### src/rtl/vp_recovery_unit.sv
// rtl/vp_recovery_unit.sv - value-prediction verify and register-snapshot restore unit
// Optional hit/miss statistics outputs are enabled by defining VP_RECOVERY_STATS_EN.
module vp_recovery_unit #(
    parameter int DATA_WIDTH = 32,
    parameter int NUM_REGS   = 32
) (
    input  logic                           clk,
    input  logic                           rst_n,
    input  logic                           vp_issue,
    input  logic [DATA_WIDTH-1:0]          vp_pred,
    input  logic                           dc_valid,
    input  logic [DATA_WIDTH-1:0]          dc_data,
    input  logic [NUM_REGS*DATA_WIDTH-1:0] snap_regs,
    output logic                           rf_we,
    output logic [4:0]                     rf_waddr,
    output logic [DATA_WIDTH-1:0]          rf_wdata,
    output logic                           recover_snapshot,
    output logic                           recovery_done,
    output logic                           vp_ok,
    output logic                           busy
`ifdef VP_RECOVERY_STATS_EN
    ,
    output logic [15:0]                    hit_count,
    output logic [15:0]                    miss_count
`endif
);

    typedef enum logic [1:0] {
        ST_IDLE,
        ST_WAIT,
        ST_RESTORE,
        ST_DONE
    } state_t;

    localparam logic [4:0] LAST_IDX = 5'(NUM_REGS - 1);

    state_t                  state, state_nxt;
    logic [DATA_WIDTH-1:0]   pred_q;
    logic [4:0]              idx_q;
    logic                    vp_ok_q;
    logic                    pred_hit;
    logic                    pred_miss;
    logic [DATA_WIDTH-1:0]   snap_arr [NUM_REGS];

    for (genvar g = 0; g < NUM_REGS; g++) begin : g_unpack
        assign snap_arr[g] = snap_regs[g*DATA_WIDTH +: DATA_WIDTH];
    end

    assign pred_hit  = (state == ST_WAIT) && dc_valid && (dc_data == pred_q);
    assign pred_miss = (state == ST_WAIT) && dc_valid && (dc_data != pred_q);

    always_ff @(posedge clk or negedge rst_n) begin
        if (!rst_n) begin
            state <= ST_IDLE;
        end else begin
            state <= state_nxt;
        end
    end

    always_comb begin
        state_nxt = state;
        case (state)
            ST_IDLE:    if (vp_issue) state_nxt = ST_WAIT;
            ST_WAIT:    if (dc_valid) state_nxt = pred_hit ? ST_IDLE : ST_RESTORE;
            ST_RESTORE: if (idx_q == LAST_IDX) state_nxt = ST_DONE;
            ST_DONE:    state_nxt = ST_IDLE;
            default:    state_nxt = ST_IDLE;
        endcase
    end

    // Register 0 is hardwired, so the restore walks indices 1..NUM_REGS-1 and holds at the end.
    always_ff @(posedge clk or negedge rst_n) begin
        if (!rst_n) begin
            pred_q  <= '0;
            idx_q   <= '0;
            vp_ok_q <= 1'b0;
        end else begin
            vp_ok_q <= pred_hit;
            if (state == ST_IDLE && vp_issue) begin
                pred_q <= vp_pred;
            end
            if (pred_miss) begin
                idx_q <= 5'd1;
            end else if (state == ST_RESTORE && idx_q != LAST_IDX) begin
                idx_q <= idx_q + 5'd1;
            end
        end
    end

    // Outputs decode straight from state so an asynchronous reset silences them at once.
    assign rf_we            = (state == ST_RESTORE);
    assign rf_waddr         = rf_we ? idx_q : 5'd0;
    assign rf_wdata         = rf_we ? snap_arr[idx_q] : '0;
    assign recover_snapshot = (state == ST_RESTORE);
    assign recovery_done    = (state == ST_DONE);
    assign vp_ok            = vp_ok_q;
    assign busy             = (state != ST_IDLE);

`ifdef VP_RECOVERY_STATS_EN
    logic [15:0] hit_q;
    logic [15:0] miss_q;

    always_ff @(posedge clk or negedge rst_n) begin
        if (!rst_n) begin
            hit_q  <= '0;
            miss_q <= '0;
        end else begin
            if (pred_hit && hit_q != 16'hFFFF) begin
                hit_q <= hit_q + 16'd1;
            end
            if (pred_miss && miss_q != 16'hFFFF) begin
                miss_q <= miss_q + 16'd1;
            end
        end
    end

    assign hit_count  = hit_q;
    assign miss_count = miss_q;
`endif

endmodule

### config.mk
export PLATFORM = sky130hd
export DESIGN_NAME = vp_recovery_unit
export DESIGN_NICKNAME = d
export VERILOG_FILES = /design/src/rtl/vp_recovery_unit.sv
export SDC_FILE = /design/constraint.sdc
export NUM_CORES = 1
export LEC_CHECK = 0
export BUFFER_PORTS_ARGS = -buffer_cell sky130_fd_sc_hd__buf_2
export CORE_AREA = 2 2 438 440
export CTS_BUF_LIST = sky130_fd_sc_hd__clkbuf_4
export CTS_CLUSTER_DIAMETER = 40
export DETAILED_ROUTE_END_ITERATION = 8
export DIE_AREA = 0 0 440 442
export HOLD_SLACK_MARGIN = 0.1
export PLACE_DENSITY_LB_ADDON = 0.2
export SLEW_MARGIN = 25
export SYNTH_ARGS = -nofsm -noshare
export SYNTH_HDL_FRONTEND = slang
export SYNTH_SLANG_ARGS = --single-unit
### constraint.sdc
create_clock -name clk -period 5.6 [get_ports clk]
set_input_delay 1.12 -clock clk [delete_from_list [all_inputs] [get_ports clk]]
set_output_delay 1.12 -clock clk [all_outputs]
set_load 0.02 [all_outputs]
==> report_table.html, run 1 <==
<table>
<tr><th>Metric</th><th>Value</th></tr>
<tr><th colspan="2">Finish</th></tr>
<tr><td>FILL cells</td><td>22,130</td></tr>
<tr><td>Most frequent standard cell in the layout excluding fill and tap cells</td><td>buf_2</td></tr>
<tr><td>Total area of multi-input combinational cells</td><td>8815 um2</td></tr>
<tr><td>Layout Nets</td><td>3,143</td></tr>
<tr><td>Non-filler instance count after layout</td><td>4,585</td></tr>
<tr><td>Signed area change from the synthesized netlist to the final layout</td><td>83.74%</td></tr>
<tr><td>Fraction of final layout cells with drive strength greater than 1</td><td>64.93%</td></tr>
<tr><td>Footprint of the flip-flops and latches</td><td>1012 um2</td></tr>
<tr><td>Top library cells by usage in the layout, fill and taps aside</td><td>1,133 x buf_2, 320 x mux2i_1, 128 x a22oi_1, 128 x mux4_2, 98 x nand3_1</td></tr>
<tr><th colspan="2">Power and ir drop</th></tr>
<tr><td>Static power due to leakage</td><td>8.919 nW</td></tr>
<tr><td>Power per Cell Area</td><td>350.0 nW/um2</td></tr>
<tr><td>Combinational Power Share</td><td>84.4%</td></tr>
<tr><td>Net switching share of the total power</td><td>54.71%</td></tr>
<tr><td>Clk network pwr share</td><td>3.2%</td></tr>
<tr><td>Largest voltage drop on the vdd net</td><td>0.2405 mV</td></tr>
<tr><td>Design internal power</td><td>3.050 mW</td></tr>
<tr><td>P_sw</td><td>3.684 mW</td></tr>
<tr><td>Sequential Power Share</td><td>12.4%</td></tr>
<tr><th colspan="2">Job</th></tr>
<tr><td>Max-cap violations</td><td>0</td></tr>
<tr><th colspan="2">Setup path</th></tr>
<tr><td>Type of destination of the critical path</td><td>output pin</td></tr>
<tr><td>Critical path type</td><td>flip-flop to output pin</td></tr>
<tr><td>Critical path data arrival time</td><td>3.64 ns</td></tr>
<tr><td>Max Fanout on Critical Path</td><td>29</td></tr>
<tr><td>Startpoint type of the worst setup path</td><td>flip-flop</td></tr>
<tr><td>CP Data Required Time</td><td>4.48 ns</td></tr>
<tr><th colspan="2">Yosys</th></tr>
<tr><td>Post-synthesis cell area</td><td>10,470 um2</td></tr>
<tr><td>Cells after synthesis</td><td>976</td></tr>
<tr><td>Total nets after synthesis</td><td>2,070</td></tr>
<tr><td>Largest cells by area after synthesis</td><td>mux2i_1 31%, mux4_2 28%, dfrtp_1 9.6%, a22oi_1 9.2%, nand3_1 4.7%</td></tr>
<tr><td>Synthesized flop and latch total</td><td>40</td></tr>
<tr><td>Mapped Avg Cell Area</td><td>10.73 um2</td></tr>
<tr><td>Library cell with the largest summed area after synthesis</td><td>mux2i_1</td></tr>
<tr><td>Area share of the leading cell type in the synthesized netlist</td><td>30.59%</td></tr>
<tr><td>Post-synthesis cell type count</td><td>34</td></tr>
<tr><td>Yosys warns</td><td>0</td></tr>
<tr><td>Sequential share of the synthesized area</td><td>9.558%</td></tr>
<tr><th colspan="2">Clock tree</th></tr>
<tr><td>Clock Tree Root</td><td>clkbuf_4</td></tr>
<tr><td>Cts bufs inserted</td><td>5</td></tr>
<tr><td>Gates resized, CTS repair</td><td>0</td></tr>
<tr><td>Clock tree from TritonCTS</td><td>done</td></tr>
<tr><td>Sink count of the clock tree</td><td>40</td></tr>
<tr><td>Later-pin clock latency in the skew report</td><td>0.40 ns</td></tr>
<tr><td>Number of buffers added for setup after CTS</td><td>0</td></tr>
<tr><td>Number of hold-repair buffers added at the cts stage</td><td>0</td></tr>
<tr><td>Clock slew seen by the registers of the worst setup and hold paths</td><td>0.15 ns</td></tr>
<tr><td>Maximum buffer depth of the clock tree</td><td>2</td></tr>
<tr><td>Number of levels in the clock H-tree</td><td>2</td></tr>
<tr><th colspan="2">STA</th></tr>
<tr><td>Layout Skew</td><td>0.01585 ns</td></tr>
<tr><td># setup viols final</td><td>0</td></tr>
<tr><td>Max Clock Freq</td><td>0.2102 GHz</td></tr>
<tr><td>Final worst-path setup slack</td><td>0.8422 ns</td></tr>
<tr><td>Fin crit share</td><td>84.96%</td></tr>
<tr><td>Final Hold Viols</td><td>0</td></tr>
<tr><td>Post-layout minimum cycle time</td><td>4.758 ns</td></tr>
<tr><td>Worst Tran Pin Value</td><td>0.8809 ns</td></tr>
<tr><td>Total negative slack</td><td>0 ns</td></tr>
<tr><td>Worst slew margin</td><td>39.59%</td></tr>
<tr><td>Max-slew violations</td><td>0</td></tr>
<tr><td>Setup repair after global routing missed its margin</td><td>no</td></tr>
<tr><th colspan="2">Placement</th></tr>
<tr><td>Worst-case setup slack after placement</td><td>1.136 ns</td></tr>
<tr><td>Count of port buffers added during placement</td><td>1,133</td></tr>
<tr><td>Cells after DPL</td><td>4,553</td></tr>
<tr><td>HPWL Detailed</td><td>118,600 um</td></tr>
<tr><td>Last weighted congestion value of the routability-driven placer</td><td>0.9510</td></tr>
<tr><th colspan="2">Global routing</th></tr>
<tr><td>Global route total overflow</td><td>0</td></tr>
<tr><td>Number of global-route vias before repair</td><td>14,700</td></tr>
<tr><td>Pin count of the biggest net entering global routing</td><td>76</td></tr>
<tr><td>Overall Global Routing Usage</td><td>12.79%</td></tr>
<tr><td>Antenna violations before repair</td><td>117</td></tr>
<tr><td>Global-route wire length before repair</td><td>161,500 um</td></tr>
<tr><th colspan="2">Routing</th></tr>
<tr><td>Average wire length per cell after detail routing</td><td>28.54 um</td></tr>
<tr><td>Post-DR vias/cell</td><td>3.107</td></tr>
<tr><td>First drt pass iteration count</td><td>5</td></tr>
<tr><td>Routed via count</td><td>14,250</td></tr>
<tr><td>Number of nets with antenna violations after routing</td><td>0</td></tr>
<tr><td>DRC violation count after routing</td><td>0</td></tr>
<tr><td>Total routed wirelength</td><td>130,900 um</td></tr>
<tr><td>Starting DRT DRC Count</td><td>942</td></tr>
<tr><th colspan="2">Die</th></tr>
<tr><td>Number of placement rows</td><td>160</td></tr>
<tr><td>Die width</td><td>440 um</td></tr>
<tr><td>Effective utilization at floorplan</td><td>5.524%</td></tr>
<tr><td>Die area</td><td>194,500 um2</td></tr>
<tr><td>Die Height</td><td>442 um</td></tr>
<tr><td>Core region area</td><td>189,600 um2</td></tr>
<tr><td>Count of boundary I/O pins</td><td>1,134</td></tr>
<tr><th colspan="2">Status</th></tr>
<tr><td>Outcome</td><td>finished clean</td></tr>
<tr><th colspan="2">Min path</th></tr>
<tr><td>Min-Delay Path Class</td><td>flip-flop to flip-flop</td></tr>
</table>
-- synth_stat cells --
master,instances
xor2_1,2
buf_1,3
a31oi_1,1
ha_1,2
o21ai_0,3
nand3_1,98
mux4_2,128
or3_1,1
a22oi_1,128
clkbuf_4,1
dfrtp_1,40
buf_6,20
clkbuf_1,40
nand3b_1,1
inv_2,1
buf_2,32
nand4_1,8
nor2_1,9
a21oi_1,2
and2_1,7
mux2_2,3
nand2_1,5
and3_1,2
inv_1,1
xnor2_1,33
or2_2,2
mux2i_1,320
nor4_1,1
buf_8,3
buf_4,12
mux2_1,30
nand2b_1,2
o22a_1,32
nor2b_1,3
-- worst max-delay path, stage by stage (launching register included) --
cell and delay (ns):
dfrtp_4 1.00, buf_12 0.30, mux4_2 0.51, mux2i_1 0.45, o22a_1 0.52, nand3_1 0.15
buf_2 0.19
-- layout make-up --
type	count	area share, %
multi-input combinational	823	45.81
timing repair buffer	1177	31.84
tap	2511	16.33
sequential	40	5.260
antenna	24	0.3121
clock buffer	6	0.2341
clock inverter	2	0.1821
inverter	2	0.03901
-- power by group through the flow --
stage                     combinational, mW  sequential (mW)  clock [mW]
after global routing                   6.08            0.866       0.243
after floorplan                        3.80            0.508           0
after CTS                              5.85            0.850       0.226
final                                  5.68            0.836       0.216
after detailed placement               5.84            0.857           0
after global placement                 5.83            0.856           0
-- metrics by stage --
stage / util [%] / power (mW) / hold slack [ns] / cell area [um2]
floorplan: - / 4.305 / 0.4769 / 10470
global placement: 10.08 / 6.681 / 0.4947 / 19100
detailed placement: 10.08 / 6.692 / 0.5014 / 19100
CTS: 10.12 / 6.921 / 0.5314 / 19180
global route: 10.13 / 7.184 / 0.5430 / 19200
finish: 10.15 / 6.735 / 0.5247 / 19240
-- worst paths after layout --
kind	start	end	slack [ns]	cells past startpoint
min in group asynchronous	rst_n	pred_q[6]$_DFFE_PN0P_	0.80	2
max reg2reg	idx_q[0]$_DFFE_PN0P_	idx_q[3]$_DFFE_PN0P_	2.87	8
min	pred_q[8]$_DFFE_PN0P_	pred_q[8]$_DFFE_PN0P_	0.52	1
max	idx_q[0]$_DFFE_PN0P_	rf_wdata[17]	0.84	6
min reg2reg	pred_q[8]$_DFFE_PN0P_	pred_q[8]$_DFFE_PN0P_	0.52	1
max in group asynchronous	rst_n	idx_q[0]$_DFFE_PN0P_	4.34	2
-- sequential cells by signal (all words and copies together) (netlist names), named ones only --
signal / count
state: 1
pred_q: 32
vp_ok: 1
idx_q: 5
-- cells by family (layout without fill, tap and decap cells) --
| family | count (synthesis) | in the layout | synth area share [%] |
|---|---|---|---|
| AND/OR/NAND/NOR | 139 | 139 | 6.810 |
| XOR/XNOR | 35 | 35 | 2.927 |
| other | 0 | 24 | 0 |
| flip-flops | 40 | 40 | 9.558 |
| AO/OA/AOI/OAI | 166 | 166 | 12.15 |
| buffers and inverters | 113 | 1187 | 6.655 |
| adder cells (fa/ha/maj) | 2 | 2 | 0.2389 |
| multiplexers | 481 | 481 | 61.66 |
-- per-layer routing --
metal	GRT usage [%]	part of all wire, %
met1	16.45	42
met2	23.30	51
met3	1.666	4.7
met4	1.071	1.6
met5	0	0.10
Note: power is estimated with default switching activity, not from simulation.
==> run 2, diff against run 1 <==
--- a/config.mk
+++ b/config.mk
@@ -6,11 +6,11 @@
 export NUM_CORES = 1
 export LEC_CHECK = 0
 export BUFFER_PORTS_ARGS = -buffer_cell sky130_fd_sc_hd__buf_2
-export CORE_AREA = 2 2 438 440
+export CORE_AREA = 2 2 436 438
 export CTS_BUF_LIST = sky130_fd_sc_hd__clkbuf_4
 export CTS_CLUSTER_DIAMETER = 40
 export DETAILED_ROUTE_END_ITERATION = 8
-export DIE_AREA = 0 0 440 442
+export DIE_AREA = 0 0 438 440
 export HOLD_SLACK_MARGIN = 0.1
 export PLACE_DENSITY_LB_ADDON = 0.2
 export SLEW_MARGIN = 25
==> constraint.sdc (replaced) <==
create_clock -name clk -period 3.9 [get_ports clk]
set_input_delay 0.78 -clock clk [delete_from_list [all_inputs] [get_ports clk]]
set_output_delay 0.78 -clock clk [all_outputs]
set_load 0.02 [all_outputs]
==> run 2 against run 1 <==
  * Critical path depth rose by 1
  * Non-clock buffer count rose by 52
  * Utilization rose by 0.41 points
  * Via count rose by 1.8%
  * Register-to-register slack got worse by 1.5 ns
  * Sequential share of layout area fell by 0.18 points
  * Sequential power rose by 21%
  * Final area rose by 3.5%
  * Setup slack got worse by 0.77 ns
  * Hold slack got worse by 0.19 ns
  * Clock skew rose by 0.017 ns
  * Critical path type unchanged
  * Largest cell class unchanged
  * Highest routed layer unchanged
==> report_table.html, run 2 (synthesis results as in run 1) <==
<table>
<tr><th>Metric</th><th>Value</th></tr>
<tr><th colspan="2">Finish</th></tr>
<tr><td>Register bank with the most flops</td><td>pred_q</td></tr>
<tr><td>Layout Nets</td><td>3,195 (+1.7%)</td></tr>
<tr><td>FILL cells</td><td>22,090 (-0.19%)</td></tr>
<tr><td>Flip-flop count of the largest register, all copies and words added</td><td>32 (unchanged)</td></tr>
<tr><td>Most frequent standard cell in the layout excluding fill and tap cells</td><td>buf_2</td></tr>
<tr><td>Largest registers ranked by flip-flop count</td><td>pred_q x32, idx_q x5</td></tr>
<tr><td>Fraction of final layout cells with drive strength greater than 1</td><td>67.41% (+2.5 points)</td></tr>
<tr><td>Top library cells by usage in the layout, fill and taps aside</td><td>1,133 x buf_2, 300 x mux2i_1, 128 x mux4_2, 127 x a22oi_1, 95 x nand3_1</td></tr>
<tr><td>Total area of multi-input combinational cells</td><td>8994 um2 (+2.0%)</td></tr>
<tr><td>Signed area change from the synthesized netlist to the final layout</td><td>90.24%</td></tr>
<tr><td>Footprint of the flip-flops and latches</td><td>1012 um2 (unchanged)</td></tr>
<tr><td>Non-filler instance count after layout</td><td>4,645 (+1.3%)</td></tr>
<tr><th colspan="2">Die</th></tr>
<tr><td>Effective utilization at floorplan</td><td>5.553% (+0.029 points)</td></tr>
<tr><td>Core region area</td><td>188,600 um2 (-0.53%)</td></tr>
<tr><td>Die area</td><td>192,700 um2 (-0.90%)</td></tr>
<tr><td>Die Height</td><td>440 um (-0.45%)</td></tr>
<tr><td>Number of placement rows</td><td>160 (unchanged)</td></tr>
<tr><td>Die width</td><td>438 um (-0.45%)</td></tr>
<tr><td>Count of boundary I/O pins</td><td>1,134 (unchanged)</td></tr>
<tr><th colspan="2">Clock tree</th></tr>
<tr><td>Number of buffers added for setup after CTS</td><td>0 (unchanged)</td></tr>
<tr><td>Clock slew seen by the registers of the worst setup and hold paths</td><td>0.19 ns (+0.04 ns)</td></tr>
<tr><td>Maximum buffer depth of the clock tree</td><td>2 (unchanged)</td></tr>
<tr><td>Number of hold-repair buffers added at the cts stage</td><td>0 (unchanged)</td></tr>
<tr><td>Sink count of the clock tree</td><td>40 (unchanged)</td></tr>
<tr><td>Cts bufs inserted</td><td>5 (unchanged)</td></tr>
<tr><td>Number of levels in the clock H-tree</td><td>2 (unchanged)</td></tr>
<tr><td>Later-pin clock latency in the skew report</td><td>0.44 ns (+0.04 ns)</td></tr>
<tr><td>Clock tree from TritonCTS</td><td>done</td></tr>
<tr><td>Clock Tree Root</td><td>clkbuf_4</td></tr>
<tr><th colspan="2">Power and ir drop</th></tr>
<tr><td>Static power due to leakage</td><td>9.176 nW (+2.9%)</td></tr>
<tr><td>Largest voltage drop on the vdd net</td><td>0.2817 mV (+17%)</td></tr>
<tr><td>Power per Cell Area</td><td>517.7 nW/um2 (+48%)</td></tr>
<tr><th colspan="2">Setup path</th></tr>
<tr><td>R2r worst-path depth</td><td>8 (unchanged)</td></tr>
<tr><td>Start of the worst register-to-register path</td><td>idx_q[1]$_DFFE_PN0P_</td></tr>
<tr><td>Internal reg-to-reg setup slack</td><td>1.42 ns (-1.45 ns)</td></tr>
<tr><td>Critical path type</td><td>flip-flop to output pin</td></tr>
<tr><td>CP Data Required Time</td><td>3.12 ns (-1.36 ns)</td></tr>
<tr><td>Type of destination of the critical path</td><td>output pin</td></tr>
<tr><td>Startpoint type of the worst setup path</td><td>flip-flop</td></tr>
<tr><td>End of the worst register-to-register path</td><td>idx_q[0]$_DFFE_PN0P_</td></tr>
<tr><td>Critical path data arrival time</td><td>3.04 ns (-0.60 ns)</td></tr>
<tr><td>Most common cell on crit path</td><td>buf_12</td></tr>
<tr><td>Maximum cell stage delay along the critical path</td><td>0.50 ns (-0.50 ns)</td></tr>
<tr><td>Cell with the largest stage delay on the worst path</td><td>dfrtp_4</td></tr>
<tr><td>Max Fanout on Critical Path</td><td>72 (+150%)</td></tr>
<tr><td>Cell breakdown of the critical path</td><td>buf_12 &gt; buf_12 &gt; mux2i_1 &gt; a22oi_1 &gt; nand3_2 &gt; nand3_1 &gt; buf_2</td></tr>
<tr><th colspan="2">STA</th></tr>
<tr><td>Max Clock Freq</td><td>0.2614 GHz</td></tr>
<tr><td>Worst slew margin</td><td>52.47% (+13 points)</td></tr>
<tr><td>Final worst-path setup slack</td><td>0.07502 ns (-0.7672 ns)</td></tr>
<tr><td>Layout Skew</td><td>0.03328 ns (+0.01743 ns)</td></tr>
<tr><td>Final Hold Viols</td><td>0 (unchanged)</td></tr>
<tr><td>Worst Tran Pin Value</td><td>0.7129 ns (-0.1680 ns)</td></tr>
<tr><td>Setup repair after global routing missed its margin</td><td>yes</td></tr>
<tr><td>Total negative slack</td><td>0 ns (unchanged)</td></tr>
<tr><td># setup viols final</td><td>0 (unchanged)</td></tr>
<tr><td>Post-layout minimum cycle time</td><td>3.825 ns</td></tr>
<tr><td>Fin crit share</td><td>98.08%</td></tr>
<tr><td>Max-slew violations</td><td>0 (unchanged)</td></tr>
<tr><th colspan="2">Placement</th></tr>
<tr><td>Last weighted congestion value of the routability-driven placer</td><td>0.8705 (-8.5%)</td></tr>
<tr><td>Worst-case setup slack after placement</td><td>0.1142 ns (-1.021 ns)</td></tr>
<tr><td>Cells after DPL</td><td>4,605 (+1.1%)</td></tr>
<tr><td>Count of port buffers added during placement</td><td>1,133 (unchanged)</td></tr>
<tr><td>HPWL Detailed</td><td>115,400 um (-2.7%)</td></tr>
<tr><th colspan="2">Global routing</th></tr>
<tr><td>Global route total overflow</td><td>0 (unchanged)</td></tr>
<tr><td>Global-route wire length before repair</td><td>155,700 um (-3.5%)</td></tr>
<tr><td>Antenna violations before repair</td><td>129 (+10%)</td></tr>
<tr><td>Number of global-route vias before repair</td><td>14,320 (-2.6%)</td></tr>
<tr><td>Pin count of the biggest net entering global routing</td><td>73 (-3.9%)</td></tr>
<tr><td>Overall Global Routing Usage</td><td>12.41% (-0.38 points)</td></tr>
<tr><th colspan="2">Routing</th></tr>
<tr><td>Post-DR vias/cell</td><td>3.121 (+0.47%)</td></tr>
<tr><td>Total routed wirelength</td><td>127,300 um (-2.7%)</td></tr>
<tr><td>Routed via count</td><td>14,500 (+1.8%)</td></tr>
<tr><td>Average wire length per cell after detail routing</td><td>27.40 um (-4.0%)</td></tr>
<tr><td>First drt pass iteration count</td><td>5 (unchanged)</td></tr>
<tr><td>Starting DRT DRC Count</td><td>920 (-2.3%)</td></tr>
<tr><td>DRC violation count after routing</td><td>0 (unchanged)</td></tr>
<tr><td>Number of nets with antenna violations after routing</td><td>0 (unchanged)</td></tr>
<tr><th colspan="2">Min path</th></tr>
<tr><td>Min-Delay Path Class</td><td>input pin to asynchronous set/reset pin</td></tr>
<tr><th colspan="2">Job</th></tr>
<tr><td>Max-cap violations</td><td>0 (unchanged)</td></tr>
<tr><th colspan="2">Status</th></tr>
<tr><td>Outcome</td><td>finished clean</td></tr>
</table>
## run 2: timing repair
item,CTS,global route
pin swaps,1,0
hold endpoints to repair,0,0
endpoints found under the setup margin,15,16
cloned,0,0
resized for setup,30,20
## run 2: layout make-up
class / instances / share of cell area [%]
multi-input cells: 823 / 45.14
repair buffers: 1229 / 33.15
clock buffers: 5 / 0.1884
well taps: 2511 / 15.77
inverters: 2 / 0.03768
flip-flops and latches: 40 / 5.081
diodes: 32 / 0.4019
clock inverters: 3 / 0.2324
## run 2: critical path, delay by kind of cell, from the launching register on
kind / cells / cell delay [ns]
DFF: 1 / 0.50
and+or+nand+nor: 2 / 0.62
muxes: 1 / 0.18
buffers and inverters: 3 / 0.82
AOI/OAI and AO/OA: 1 / 0.23
## run 2: power by group
| group | switching [mW] | leakage [nW] | internal [mW] | total (mW) |
|---|---|---|---|---|
| clock network | 0.205 | 0.0420 | 0.137 | 0.342 |
| registers | 0.394 | 0.475 | 0.620 | 1.01 |
| logic | 4.92 | 8.66 | 4.04 | 8.96 |
| total | 5.52 | 9.18 | 4.79 | 10.3 |
## run 2: how the worst max path moves through the flow
| stage | slack, ns | endpoint | from |
|---|---|---|---|
| final | 0.08 | rf_wdata[3] | idx_q[0]$_DFFE_PN0P_ |
| after global routing | -0.02 | rf_wdata[21] | idx_q[0]$_DFFE_PN0P_ |
| after CTS | -0.009 | rf_wdata[24] | idx_q[0]$_DFFE_PN0P_ |
| after detailed placement | 0.11 | rf_wdata[19] | idx_q[0]$_DFFE_PN0P_ |
| after global placement | 0.09 | rf_wdata[19] | idx_q[0]$_DFFE_PN0P_ |
| after floorplan | 1.25 | rf_wdata[11] | state[0]$_DFFE_PN0P_ |
## run 2: metal layers
metal | part of all wire, % | GRT usage [%]
met1 | 42 | 15.98
met2 | 50 | 21.98
met3 | 5.0 | 1.810
met4 | 2.7 | 2.152
met5 | 0.075 | 0
## run 2: per-stage QoR
stage / hold WS [ns] / instance area, um2 / total power [mW] / util (%)
2_1_floorplan: 0.4769 / 10470 / 6.182 / -
3_3_place_gp: 0.4924 / 19540 / 10.04 / 10.36
3_5_place_dp: 0.4983 / 19540 / 10.05 / 10.36
4_1_cts: 0.3269 / 19770 / 10.54 / 10.48
5_1_grt: 0.3510 / 19890 / 11.02 / 10.55
6_report: 0.3375 / 19920 / 10.31 / 10.56
==> run 3, diff against run 2 <==
--- a/config.mk
+++ b/config.mk
@@ -12,7 +12,7 @@
 export DETAILED_ROUTE_END_ITERATION = 8
 export DIE_AREA = 0 0 438 440
 export HOLD_SLACK_MARGIN = 0.1
-export PLACE_DENSITY_LB_ADDON = 0.2
+export PLACE_DENSITY = 0.32
 export SLEW_MARGIN = 25
 export SYNTH_ARGS = -nofsm -noshare
 export SYNTH_HDL_FRONTEND = slang
==> run 3 against run 2 <==
  * Hold slack got worse by 0.013 ns
  * Wire length up 7.0%
  * Via count increased by 3.7%
  * Power rose by 1.9%
  * Fmax shrank 0.23%
  * Largest cell class unchanged
==> report_table.html, run 3 (synthesis results as in run 1) <==
<table>
<tr><th>Metric</th><th>Value</th></tr>
<tr><th colspan="2">Die</th></tr>
<tr><td>Core region area</td><td>188,600 um2 (unchanged)</td></tr>
<tr><td>Die Height</td><td>440 um (unchanged)</td></tr>
<tr><td>Die area</td><td>192,700 um2 (unchanged)</td></tr>
<tr><td>Effective utilization at floorplan</td><td>5.553% (unchanged)</td></tr>
<tr><td>Number of placement rows</td><td>160 (unchanged)</td></tr>
<tr><td>Die width</td><td>438 um (unchanged)</td></tr>
<tr><td>Count of boundary I/O pins</td><td>1,134 (unchanged)</td></tr>
<tr><th colspan="2">Clock tree</th></tr>
<tr><td>Cts bufs inserted</td><td>5 (unchanged)</td></tr>
<tr><td>Clock Tree Root</td><td>clkbuf_4</td></tr>
<tr><td>Later-pin clock latency in the skew report</td><td>0.42 ns (-0.02 ns)</td></tr>
<tr><td>Clock tree from TritonCTS</td><td>done</td></tr>
<tr><td>Clock slew seen by the registers of the worst setup and hold paths</td><td>0.16 ns (-0.03 ns)</td></tr>
<tr><td>Number of levels in the clock H-tree</td><td>2 (unchanged)</td></tr>
<tr><td>Maximum buffer depth of the clock tree</td><td>2 (unchanged)</td></tr>
<tr><td>Number of hold-repair buffers added at the cts stage</td><td>0 (unchanged)</td></tr>
<tr><td>Sink count of the clock tree</td><td>40 (unchanged)</td></tr>
<tr><th colspan="2">Setup path</th></tr>
<tr><td>Critical path data arrival time</td><td>3.05 ns (about the same)</td></tr>
<tr><td>Internal reg-to-reg setup slack</td><td>1.46 ns (+0.04 ns)</td></tr>
<tr><td>Max Fanout on Critical Path</td><td>19 (-74%)</td></tr>
<tr><td>Type of destination of the critical path</td><td>output pin</td></tr>
<tr><td>Start of the worst register-to-register path</td><td>idx_q[0]$_DFFE_PN0P_</td></tr>
<tr><td>Cell with the largest stage delay on the worst path</td><td>dfrtp_4</td></tr>
<tr><td>CP Data Required Time</td><td>3.12 ns (about the same)</td></tr>
<tr><td>Critical path type</td><td>flip-flop to output pin</td></tr>
<tr><td>Startpoint type of the worst setup path</td><td>flip-flop</td></tr>
<tr><td>R2r worst-path depth</td><td>9 (+1)</td></tr>
<tr><td>Maximum cell stage delay along the critical path</td><td>0.55 ns (+0.05 ns)</td></tr>
<tr><td>End of the worst register-to-register path</td><td>idx_q[3]$_DFFE_PN0P_</td></tr>
<tr><td>Cell breakdown of the critical path</td><td>buf_12 &gt; buf_12 &gt; mux4_2 &gt; mux2i_1 &gt; o22a_1 &gt; nand3_1 &gt; buf_2</td></tr>
<tr><td>Most common cell on crit path</td><td>buf_12</td></tr>
<tr><th colspan="2">Power and ir drop</th></tr>
<tr><td>Largest voltage drop on the vdd net</td><td>0.1768 mV (-37%)</td></tr>
<tr><td>Static power due to leakage</td><td>9.400 nW (+2.4%)</td></tr>
<tr><td>Pwr Total</td><td>10.51 mW (+1.9%)</td></tr>
<tr><td>Power per Cell Area</td><td>520.5 nW/um2 (+0.53%)</td></tr>
<tr><th colspan="2">Routing</th></tr>
<tr><td>Routed via count</td><td>15,030 (+3.7%)</td></tr>
<tr><td>Total routed wirelength</td><td>136,300 um (+7.0%)</td></tr>
<tr><td>Post-DR vias/cell</td><td>3.215 (+3.0%)</td></tr>
<tr><td>DRC violation count after routing</td><td>0 (unchanged)</td></tr>
<tr><td>Starting DRT DRC Count</td><td>1,085 (+18%)</td></tr>
<tr><td>Number of nets with antenna violations after routing</td><td>0 (unchanged)</td></tr>
<tr><td>First drt pass iteration count</td><td>5 (unchanged)</td></tr>
<tr><td>Average wire length per cell after detail routing</td><td>29.15 um (+6.4%)</td></tr>
<tr><th colspan="2">Global routing</th></tr>
<tr><td>Overall Global Routing Usage</td><td>13.21% (+0.80 points)</td></tr>
<tr><td>Global route total overflow</td><td>0 (unchanged)</td></tr>
<tr><td>Pin count of the biggest net entering global routing</td><td>55 (-25%)</td></tr>
<tr><td>Number of global-route vias before repair</td><td>14,580 (+1.8%)</td></tr>
<tr><td>Global-route wire length before repair</td><td>164,400 um (+5.6%)</td></tr>
<tr><td>Antenna violations before repair</td><td>169 (+31%)</td></tr>
<tr><th colspan="2">Finish</th></tr>
<tr><td>Most frequent standard cell in the layout excluding fill and tap cells</td><td>buf_2</td></tr>
<tr><td>Post-layout utilization of the core</td><td>10.71% (+0.14 points)</td></tr>
<tr><td>Footprint of the flip-flops and latches</td><td>1012 um2 (unchanged)</td></tr>
<tr><td>Largest registers ranked by flip-flop count</td><td>pred_q x32, idx_q x5</td></tr>
<tr><td>Non-filler instance count after layout</td><td>4,675 (+0.65%)</td></tr>
<tr><td>FILL cells</td><td>22,010 (-0.37%)</td></tr>
<tr><td>Fraction of final layout cells with drive strength greater than 1</td><td>67.29% (-0.12 points)</td></tr>
<tr><td>Top library cells by usage in the layout, fill and taps aside</td><td>1,133 x buf_2, 311 x mux2i_1, 128 x a22oi_1, 128 x mux4_2, 97 x buf_4</td></tr>
<tr><td>Total area of multi-input combinational cells</td><td>8892 um2 (-1.1%)</td></tr>
<tr><td>Signed area change from the synthesized netlist to the final layout</td><td>92.81%</td></tr>
<tr><td>Layout Nets</td><td>3,224 (+0.91%)</td></tr>
<tr><td>Register bank with the most flops</td><td>pred_q</td></tr>
<tr><td>Flip-flop count of the largest register, all copies and words added</td><td>32 (unchanged)</td></tr>
<tr><th colspan="2">STA</th></tr>
<tr><td>Worst Tran Pin Value</td><td>0.7907 ns (+0.07774 ns)</td></tr>
<tr><td>Post-layout minimum cycle time</td><td>3.834 ns (+0.008943 ns)</td></tr>
<tr><td>Fin crit share</td><td>98.31% (+0.23 points)</td></tr>
<tr><td>Max-slew violations</td><td>0 (unchanged)</td></tr>
<tr><td># setup viols final</td><td>0 (unchanged)</td></tr>
<tr><td>Max Clock Freq</td><td>0.2608 GHz (-0.23%)</td></tr>
<tr><td>Worst slew margin</td><td>45.78% (-6.7 points)</td></tr>
<tr><td>Final Hold Viols</td><td>0 (unchanged)</td></tr>
<tr><td>Total negative slack</td><td>0 ns (unchanged)</td></tr>
<tr><td>Final worst-path setup slack</td><td>0.06608 ns (-0.008944 ns)</td></tr>
<tr><td>Layout Skew</td><td>0.03542 ns (+0.002137 ns)</td></tr>
<tr><th colspan="2">Min path</th></tr>
<tr><td>Min-Delay Path Class</td><td>input pin to asynchronous set/reset pin</td></tr>
<tr><th colspan="2">Placement</th></tr>
<tr><td>Last weighted congestion value of the routability-driven placer</td><td>0.9085 (+4.4%)</td></tr>
<tr><td>Count of port buffers added during placement</td><td>1,133 (unchanged)</td></tr>
<tr><td>Worst-case setup slack after placement</td><td>0.1670 ns (+0.05272 ns)</td></tr>
<tr><td>HPWL Detailed</td><td>123,300 um (+6.9%)</td></tr>
<tr><td>Cells after DPL</td><td>4,607 (+0.043%)</td></tr>
<tr><th colspan="2">Status</th></tr>
<tr><td>Outcome</td><td>finished clean</td></tr>
<tr><th colspan="2">Job</th></tr>
<tr><td>Max-cap violations</td><td>0 (unchanged)</td></tr>
</table>
[run 3: cell count changes in the layout (fill, tap and decap cells not counted), sizes merged]
cell,before,now
buf,1229,1256
clkinv,0,1
inv,3,2
clkbuf,5,8
diode,32,33
bufinv,1,0
[run 3: critical path, delay by kind of cell (launching register included)]
kind / cells / cell delay (ns)
and+or+nand+nor: 1 / 0.14
buffers and inverters: 3 / 0.58
DFF: 1 / 0.55
muxes: 2 / 0.84
AOI/OAI and AO/OA: 1 / 0.48
[run 3: area by class of cell]
cell class	count	area share, %
Tap cell	2511	15.56
Multi-Input combinational cell	823	44.04
Antenna cell	33	0.4090
Inverter	2	0.03718
Sequential cell	40	5.013
Clock inverter	2	0.06197
Clock buffer	6	0.2231
Timing Repair Buffer	1258	34.66
[run 3: layer usage]
layer  global-route usage [%]  up-vias  part of all wire, %
met3                    2.758      278                  6.8
li1                         -     6376                    -
met2                    23.29      918                   50
met4                    1.435       46                  1.9
met1                    16.91     7412                   41
met5                        0        -                 0.21
[run 3: worst max path at each step]
stage / to / startpoint
2_1_floorplan: rf_wdata[11] / state[0]$_DFFE_PN0P_
3_3_place_gp: rf_wdata[0] / idx_q[2]$_DFFE_PN0P_
3_5_place_dp: rf_wdata[0] / idx_q[2]$_DFFE_PN0P_
4_1_cts: rf_wdata[0] / idx_q[2]$_DFFE_PN0P_
5_1_grt: rf_wdata[12] / idx_q[0]$_DFFE_PN0P_
6_report: rf_wdata[15] / idx_q[0]$_DFFE_PN0P_
[run 3: per-stage QoR]
stage / area [um2] / hold WS, ns
finish: 20190 / 0.3250
global route: 20130 / 0.3262
CTS: 19850 / 0.3370
detailed placement: 19650 / 0.5011
global placement: 19650 / 0.4929
floorplan: 10470 / 0.4769
[run 3: repair_timing]
action	CTS	global route
cloned	0	2
resized for setup	13	15
setup endpoints to repair	12	17
buffers inserted	8	17
[run 3: where the power goes]
part	internal, mW	leakage, nW	switching (mW)
Sequential	0.623	0.475	0.241
Clock	0.0767	0.0319	0.181
Combinational	4.38	8.89	5.01
Total	5.08	9.40	5.43
